## config.mk

```make
export PLATFORM = sky130hd
export DESIGN_NAME = em_stage_reg_flat
export DESIGN_NICKNAME = d
export VERILOG_FILES = /design/src/rtl/mips_pkg.sv /design/src/rtl/em_stage_reg_if.sv /design/src/rtl/e_exc_detect.sv /design/src/rtl/em_stage_reg.sv /design/src/flat_wrapper.sv
export SDC_FILE = /design/constraint.sdc
export NUM_CORES = 1
export LEC_CHECK = 0
export CAP_MARGIN = 25
export CORE_ASPECT_RATIO = 0.75
export CORE_MARGIN = 2
export CORE_UTILIZATION = 41
export DETAILED_ROUTE_END_ITERATION = 10
export PLACE_DENSITY = 0.85
export REMOVE_ABC_BUFFERS = 1
export SLEW_MARGIN = 5
export SYNTH_ARGS = -nofsm -noshare
export SYNTH_HDL_FRONTEND = slang
export SYNTH_HIERARCHICAL = 1
export SYNTH_SLANG_ARGS = --single-unit
```

## constraint.sdc

```tcl
create_clock -name clk -period 3.6 [get_ports clk]
set_input_delay 1.08 -clock clk [delete_from_list [all_inputs] [get_ports clk]]
set_output_delay 1.08 -clock clk [all_outputs]
set_load 0.01 [all_outputs]
```

## src/rtl/mips_pkg.sv

```systemverilog
// Shared MIPS core definitions: opcode/funct encodings and CP0 exception codes.
// Contents: localparams only. The E/M pipeline files import this package.
// Only the encodings the E->M exception logic decodes are listed here.
package mips_pkg;

  // Primary opcodes, instr[31:26]
  localparam logic [5:0] OP_SPECIAL = 6'h00;
  localparam logic [5:0] OP_ADDI    = 6'h08;
  localparam logic [5:0] OP_LB      = 6'h20;
  localparam logic [5:0] OP_LH      = 6'h21;
  localparam logic [5:0] OP_LW      = 6'h23;
  localparam logic [5:0] OP_LBU     = 6'h24;
  localparam logic [5:0] OP_LHU     = 6'h25;
  localparam logic [5:0] OP_SB      = 6'h28;
  localparam logic [5:0] OP_SH      = 6'h29;
  localparam logic [5:0] OP_SW      = 6'h2B;

  // SPECIAL funct codes, instr[5:0]
  localparam logic [5:0] FN_ADD     = 6'h20;
  localparam logic [5:0] FN_SUB     = 6'h22;

  // CP0 Cause.ExcCode values
  localparam logic [4:0] EXC_NONE   = 5'd0;
  localparam logic [4:0] EXC_ADEL   = 5'd4;
  localparam logic [4:0] EXC_ADES   = 5'd5;
  localparam logic [4:0] EXC_OV     = 5'd12;

endpackage

```

## src/rtl/em_stage_reg_if.sv

```systemverilog
// E->M stage bundle: control, E-stage inputs and registered M-stage outputs.
// slave: the stage register (consumes E side, drives M side).
// master: the surrounding core (drives E side, observes M side).
interface em_stage_reg_if;

  logic        stall_m;
  logic        flush_m;
  logic        valid_e;
  logic [31:0] instr_e;
  logic [31:0] pc_e;
  logic [31:0] ao_e;
  logic        overflow_e;
  logic [31:0] rt_data_e;
  logic [4:0]  a3_e;
  logic [4:0]  exccode_e;
  logic        bd_e;

  logic [31:0] instr_m;
  logic [31:0] pc_m;
  logic [31:0] ao_m;
  logic [31:0] rt_data_m;
  logic [4:0]  a3_m;
  logic [4:0]  exccode_m;
  logic        bd_m;
  logic        valid_m;

  modport slave (
    input  stall_m, flush_m, valid_e, instr_e, pc_e, ao_e, overflow_e,
           rt_data_e, a3_e, exccode_e, bd_e,
    output instr_m, pc_m, ao_m, rt_data_m, a3_m, exccode_m, bd_m, valid_m
  );

  modport master (
    output stall_m, flush_m, valid_e, instr_e, pc_e, ao_e, overflow_e,
           rt_data_e, a3_e, exccode_e, bd_e,
    input  instr_m, pc_m, ao_m, rt_data_m, a3_m, exccode_m, bd_m, valid_m
  );

endinterface

```

## src/rtl/e_exc_detect.sv

```systemverilog
// Combinational E-stage exception detector: Ov / AdEL / AdES from ALU flags and address.
// Ports: i_instr (instruction word), i_ao (ALU result/address), i_overflow, o_new_exc.
// Purely combinational; zero latency.
module e_exc_detect
  import mips_pkg::*;
#(
  parameter bit ALIGN_CHECK = 1'b1
) (
  input  logic [31:0] i_instr,
  input  logic [31:0] i_ao,
  input  logic        i_overflow,
  output logic [4:0]  o_new_exc
);

  logic [5:0] w_op;
  logic [5:0] w_fn;
  logic       w_is_ovf;
  logic       w_is_load;
  logic       w_is_store;
  logic       w_unused;

  assign w_op = i_instr[31:26];
  assign w_fn = i_instr[5:0];
  // Only the opcode/funct fields and the low address bits matter here.
  assign w_unused = ^{i_instr[25:6], i_ao[31:2]};

  assign w_is_ovf   = ((w_op == OP_SPECIAL) && ((w_fn == FN_ADD) || (w_fn == FN_SUB)))
                    || (w_op == OP_ADDI);
  assign w_is_load  = (w_op == OP_LW) || (w_op == OP_LH) || (w_op == OP_LHU)
                    || (w_op == OP_LB) || (w_op == OP_LBU);
  assign w_is_store = (w_op == OP_SW) || (w_op == OP_SH) || (w_op == OP_SB);

  always_comb begin
    o_new_exc = EXC_NONE;
    if (w_is_ovf && i_overflow) begin
      o_new_exc = EXC_OV;
    end else if (w_is_load) begin
      // Address-calculation overflow on a load is an address error, not Ov.
      if (i_overflow) begin
        o_new_exc = EXC_ADEL;
      end else if (ALIGN_CHECK && (w_op == OP_LW) && (i_ao[1:0] != 2'b00)) begin
        o_new_exc = EXC_ADEL;
      end else if (ALIGN_CHECK && ((w_op == OP_LH) || (w_op == OP_LHU)) && i_ao[0]) begin
        o_new_exc = EXC_ADEL;
      end
    end else if (w_is_store) begin
      if (i_overflow) begin
        o_new_exc = EXC_ADES;
      end else if (ALIGN_CHECK && (w_op == OP_SW) && (i_ao[1:0] != 2'b00)) begin
        o_new_exc = EXC_ADES;
      end else if (ALIGN_CHECK && (w_op == OP_SH) && i_ao[0]) begin
        o_new_exc = EXC_ADES;
      end
    end
  end

endmodule

```

## src/rtl/em_stage_reg.sv

```systemverilog
// E->M pipeline register with precise exception merge and write-back suppression.
// Ports: clk, reset (sync, active-low), bus (em_stage_reg_if.slave: stall/flush, E in, M out).
// Latency 1 cycle; priority reset > flush_m > stall_m (hold) > load.
module em_stage_reg
  import mips_pkg::*;
#(
  parameter logic [31:0] RESET_PC    = 32'h0000_3000,
  parameter bit          ALIGN_CHECK = 1'b1
) (
  input  logic           clk,
  input  logic           reset,
  em_stage_reg_if.slave  bus
);

  logic [4:0]  w_new_exc;
  logic [4:0]  w_exc_final;

  logic [31:0] r_instr;
  logic [31:0] r_pc;
  logic [31:0] r_ao;
  logic [31:0] r_rt_data;
  logic [4:0]  r_a3;
  logic [4:0]  r_exccode;
  logic        r_bd;
  logic        r_valid;

  e_exc_detect #(
    .ALIGN_CHECK (ALIGN_CHECK)
  ) u_exc_detect (
    .i_instr    (bus.instr_e),
    .i_ao       (bus.ao_e),
    .i_overflow (bus.overflow_e),
    .o_new_exc  (w_new_exc)
  );

  // An exception raised in an earlier stage is older, so it wins.
  assign w_exc_final = (bus.exccode_e != EXC_NONE) ? bus.exccode_e : w_new_exc;

  always_ff @(posedge clk) begin
    if (!reset || bus.flush_m) begin
      r_instr   <= 32'd0;
      r_pc      <= RESET_PC;
      r_ao      <= 32'd0;
      r_rt_data <= 32'd0;
      r_a3      <= 5'd0;
      r_exccode <= EXC_NONE;
      r_bd      <= 1'b0;
      r_valid   <= 1'b0;
    end else if (!bus.stall_m) begin
      // pc/bd travel even with bubbles so CP0 always sees a correct EPC.
      r_pc      <= bus.pc_e;
      r_bd      <= bus.bd_e;
      // ao is kept unmodified on exceptions: it is BadVAddr for AdEL/AdES.
      r_ao      <= bus.ao_e;
      r_rt_data <= bus.rt_data_e;
      if (bus.valid_e) begin
        r_instr   <= bus.instr_e;
        r_exccode <= w_exc_final;
        r_a3      <= (w_exc_final != EXC_NONE) ? 5'd0 : bus.a3_e;
        r_valid   <= 1'b1;
      end else begin
        r_instr   <= 32'd0;
        r_exccode <= EXC_NONE;
        r_a3      <= 5'd0;
        r_valid   <= 1'b0;
      end
    end
  end

  assign bus.instr_m   = r_instr;
  assign bus.pc_m      = r_pc;
  assign bus.ao_m      = r_ao;
  assign bus.rt_data_m = r_rt_data;
  assign bus.a3_m      = r_a3;
  assign bus.exccode_m = r_exccode;
  assign bus.bd_m      = r_bd;
  assign bus.valid_m   = r_valid;

endmodule

```

## src/flat_wrapper.sv

```systemverilog
// flat-port wrapper written by rule: the top's interface ports become plain ports
module em_stage_reg_flat import mips_pkg::*;
#(
  parameter logic [31:0] RESET_PC    = 32'h0000_3000,
  parameter bit          ALIGN_CHECK = 1'b1
)
  (clk, reset, bus_stall_m, bus_flush_m, bus_valid_e, bus_instr_e, bus_pc_e, bus_ao_e, bus_overflow_e, bus_rt_data_e, bus_a3_e, bus_exccode_e, bus_bd_e, bus_instr_m, bus_pc_m, bus_ao_m, bus_rt_data_m, bus_a3_m, bus_exccode_m, bus_bd_m, bus_valid_m);
  em_stage_reg_if bus_i ();
  input  logic clk;
  input  logic reset;
  input wire logic [$bits(bus_i.stall_m)-1:0] bus_stall_m;
  input wire logic [$bits(bus_i.flush_m)-1:0] bus_flush_m;
  input wire logic [$bits(bus_i.valid_e)-1:0] bus_valid_e;
  input wire logic [$bits(bus_i.instr_e)-1:0] bus_instr_e;
  input wire logic [$bits(bus_i.pc_e)-1:0] bus_pc_e;
  input wire logic [$bits(bus_i.ao_e)-1:0] bus_ao_e;
  input wire logic [$bits(bus_i.overflow_e)-1:0] bus_overflow_e;
  input wire logic [$bits(bus_i.rt_data_e)-1:0] bus_rt_data_e;
  input wire logic [$bits(bus_i.a3_e)-1:0] bus_a3_e;
  input wire logic [$bits(bus_i.exccode_e)-1:0] bus_exccode_e;
  input wire logic [$bits(bus_i.bd_e)-1:0] bus_bd_e;
  output wire logic [$bits(bus_i.instr_m)-1:0] bus_instr_m;
  output wire logic [$bits(bus_i.pc_m)-1:0] bus_pc_m;
  output wire logic [$bits(bus_i.ao_m)-1:0] bus_ao_m;
  output wire logic [$bits(bus_i.rt_data_m)-1:0] bus_rt_data_m;
  output wire logic [$bits(bus_i.a3_m)-1:0] bus_a3_m;
  output wire logic [$bits(bus_i.exccode_m)-1:0] bus_exccode_m;
  output wire logic [$bits(bus_i.bd_m)-1:0] bus_bd_m;
  output wire logic [$bits(bus_i.valid_m)-1:0] bus_valid_m;
  assign bus_i.stall_m = bus_stall_m;
  assign bus_i.flush_m = bus_flush_m;
  assign bus_i.valid_e = bus_valid_e;
  assign bus_i.instr_e = bus_instr_e;
  assign bus_i.pc_e = bus_pc_e;
  assign bus_i.ao_e = bus_ao_e;
  assign bus_i.overflow_e = bus_overflow_e;
  assign bus_i.rt_data_e = bus_rt_data_e;
  assign bus_i.a3_e = bus_a3_e;
  assign bus_i.exccode_e = bus_exccode_e;
  assign bus_i.bd_e = bus_bd_e;
  assign bus_instr_m = bus_i.instr_m;
  assign bus_pc_m = bus_i.pc_m;
  assign bus_ao_m = bus_i.ao_m;
  assign bus_rt_data_m = bus_i.rt_data_m;
  assign bus_a3_m = bus_i.a3_m;
  assign bus_exccode_m = bus_i.exccode_m;
  assign bus_bd_m = bus_i.bd_m;
  assign bus_valid_m = bus_i.valid_m;
  em_stage_reg #(.RESET_PC(RESET_PC), .ALIGN_CHECK(ALIGN_CHECK)) u_core (.clk(clk), .reset(reset), .bus(bus_i));
endmodule
```

==> results_dict.tcl <==
set metrics [dict create \
    p_total_uw 3862 \
    regArea_um2 2803 \
    irDropWorstVdd_v 0.0003307 \
    path_max_fanout 5 \
    syn_avg_cell_area_um2 10.40 \
    detailed_place.area_um2 7964 \
    gr-total-overflow 0 \
    muxShareOfSynthArea 0.1921 \
    final_cell_mix "clkdlybuf4s50_1, dfxtp_1, nor2_1" \
    grtUsageTotal 0.2276 \
    holdCritPathClass "reg -> reg" \
    cts_made_buffers 17 \
    die_area_um2 13240 \
    cts_tree "done" \
    dp_hpwl_um 10840 \
    finalClockSkew_ns 0 \
    power_frac_comb 0.121 \
    crit_path_end_kind "flop" \
    critPathLaunchType "input port" \
    io_buffers 284 \
    power_density_nw_per_um2 450.6 \
    ctsHoldBuffers 0 \
    final-max-slew-violation-count 0 \
    finalCritPeriodShare 0.6953 \
    synth_xor_xnor_area_share 0 \
    cts_sinks 140 \
    cts.clk_slew.worst_paths_ns 0.06 \
    instances_no_fill 935 \
    synthSimpleGateAreaFrac 0.1278 \
    start_util 0.4151 \
    synth-adder-area-share 0 \
    worstSkewPairLatency_ns 0.40 \
    dr.pass1.iters 4 \
    diodes 0 \
    p_leak_uw 0.003401 \
    crit_type "in -> reg" \
    multiInputGateArea_um2 2047 \
    cp_data_arrival_time_ns 2.85 \
    antenna_left 0 \
    synth_compound_area_frac 0.08170 \
    cts-root-buf "clkbuf_16" \
    yosys_warnings 6 \
    nNetsFinal 901 \
    status "finished, final reports clean" \
    antenna_found_initial 0 \
    htreeDepth 4 \
    cp.required_ns 3.94 \
    drtIter0Drc 238 \
    gp_congestion 0.7988 \
    clkPwrFrac 0.460 \
    drt-wirelength-per-cell_um 16.35 \
    ys_top_cells_by_area "dfxtp_1, mux2i_1, nor2_1" \
    synth_area_leader_cell "dfxtp_1" \
    die_y_um 100.1 \
    die_x_um 132.2 \
    final_layout_size_suffix_gt1_frac 0.05592 \
    rows 35 \
    postRouteWirelength_um 15290 \
    design.core.area_um2 12170 \
    fin_crit_ns 2.503 \
    clockBufferDepth 2 \
    post_cts_buffers 0 \
    synthesis.instances 486 \
    synthDistinctLibCells 27 \
    netlist.area_leader.share 0.5546 \
    num_io_pins 285 \
    drv_cap 0 \
    place_inst 903 \
    n_fill_cell 919 \
    area.growth.synth_to_final_pct 69.60 \
    vias_per_cell 4.903 \
    fin_area_um2 8571 \
    hold_viol 0 \
    grt_setup_unrepaired "no" \
    netlist_area_um2 5054 \
    seqPwrFrac 0.419 \
    finalSetupViolCount 0 \
    power_switching_uw 869.3 \
    vias 4584 \
    grt_first_pass_wirelength_um 24000 \
    yosysSeqAreaShare 0.5546 \
    final_common_cell "clkdlybuf4s50_1" \
    ys_ff_latch 140 \
    p_int_uw 2992 \
    synth_top_family_by_area "multiplexers" \
    grt_pass1_vias 4671 \
    fmax_mhz 399.5 \
    tightest_slew_ns 0.6427 \
    netSwitchingFraction 0.2251 \
    remaining_drc_errors 0 \
    grt_max_degree 134 \
    slew_headroom 0.5716 \
    cts.repair.resized 0 \
]
[cell usage after synthesis, drive strengths merged]
library cell / number
a211o: 1
a21oi: 8
a22oi: 37
a31oi: 1
a32o: 5
and4: 1
buf: 32
clkbuf: 6
conb: 1
dfxtp: 140
inv: 2
mux2i: 97
nand2: 3
nand2b: 1
nand3: 4
nand4b: 2
nor2: 134
nor2b: 2
nor3: 3
nor4b: 3
o211ai: 1
o32ai: 1
or2b: 1
[cells by family (layout without fill, tap and decap cells)]
| kind of cell | after synthesis | after routing |
|---|---|---|
| AOI/OAI and AO/OA | 54 | 54 |
| buffers and inverters | 40 | 322 |
| DFF | 140 | 140 |
| muxes | 97 | 97 |
| other | 1 | 2 |
| and+or+nand+nor | 154 | 154 |
[power groups by stage]
stage	clock network, µW	logic [µW]	registers [µW]
final	1780	468	1620
after global placement	0	454	1650
after floorplan	0	126	1670
after global routing	1880	501	1620
after CTS	1800	470	1620
after detailed placement	0	465	1650
[worst max-delay path, cell delays in order]
cell and delay (ns):
clkdlybuf4s50_1 0.49, a211o_2 0.33, o211ai_2 0.09, nor2_1 0.09, nor4b_1 0.32, and4_4 0.31, a32o_1 0.13
[final timing paths]
check	cells after the start	slack, ns	start	end
worst min register to register	2	0.48	u_core/bus.pc_m[13]	u_core/bus.pc_m[13]
worst max register to register	2	2.85	u_core/bus.exccode_m[3]	u_core/bus.exccode_m[3]
worst max-delay path	7	1.10	bus_instr_e[27]	u_core/bus.a3_m[1]
worst min-delay path	2	0.48	u_core/bus.pc_m[13]	u_core/bus.pc_m[13]
[flip-flops by register name (all words and copies together) (netlist names)]
register,cells
u_core/bus.ao_m,32
u_core/bus.instr_m,32
u_core/bus.pc_m,32
u_core/bus.rt_data_m,32
u_core/bus.a3_m,5
u_core/bus.exccode_m,5
u_core/bus.bd_m,1
u_core/bus.valid_m,1
[metal layers]
metal | global-route usage | up-vias | wire [µm]
met5 | 0 | - | 0
met4 | 0.08106 | 0 | 225
met3 | 0.08687 | 17 | 1463
met2 | 0.4042 | 199 | 7636
met1 | 0.2518 | 2162 | 5962
li1 | - | 2206 | -
[stage by stage]
| stage | hold WS, ns | worst slack, ns | TNS, ns | utilization |
|---|---|---|---|---|
| floorplan | 0.5166 | -0.1506 | -19.69 | - |
| global placement | 0.4564 | 0.7500 | 0 | 0.6542 |
| detailed placement | 0.4780 | 0.6926 | 0 | 0.6542 |
| CTS | 0.4936 | 1.110 | 0 | 0.7040 |
| global route | 0.5191 | 1.023 | 0 | 0.7040 |
| finish | 0.4836 | 1.097 | 0 | 0.7040 |
[area by class of cell]
cell class / instances / share of cell area
multi-input combinational: 307 / 0.2388
clock inverter: 13 / 0.01912
timing repair buffer: 288 / 0.3382
tap: 166 / 0.02423
sequential: 140 / 0.3270
clock buffer: 19 / 0.05168
inverter: 2 / 0.0008759
(Power assumes the default switching activity.)
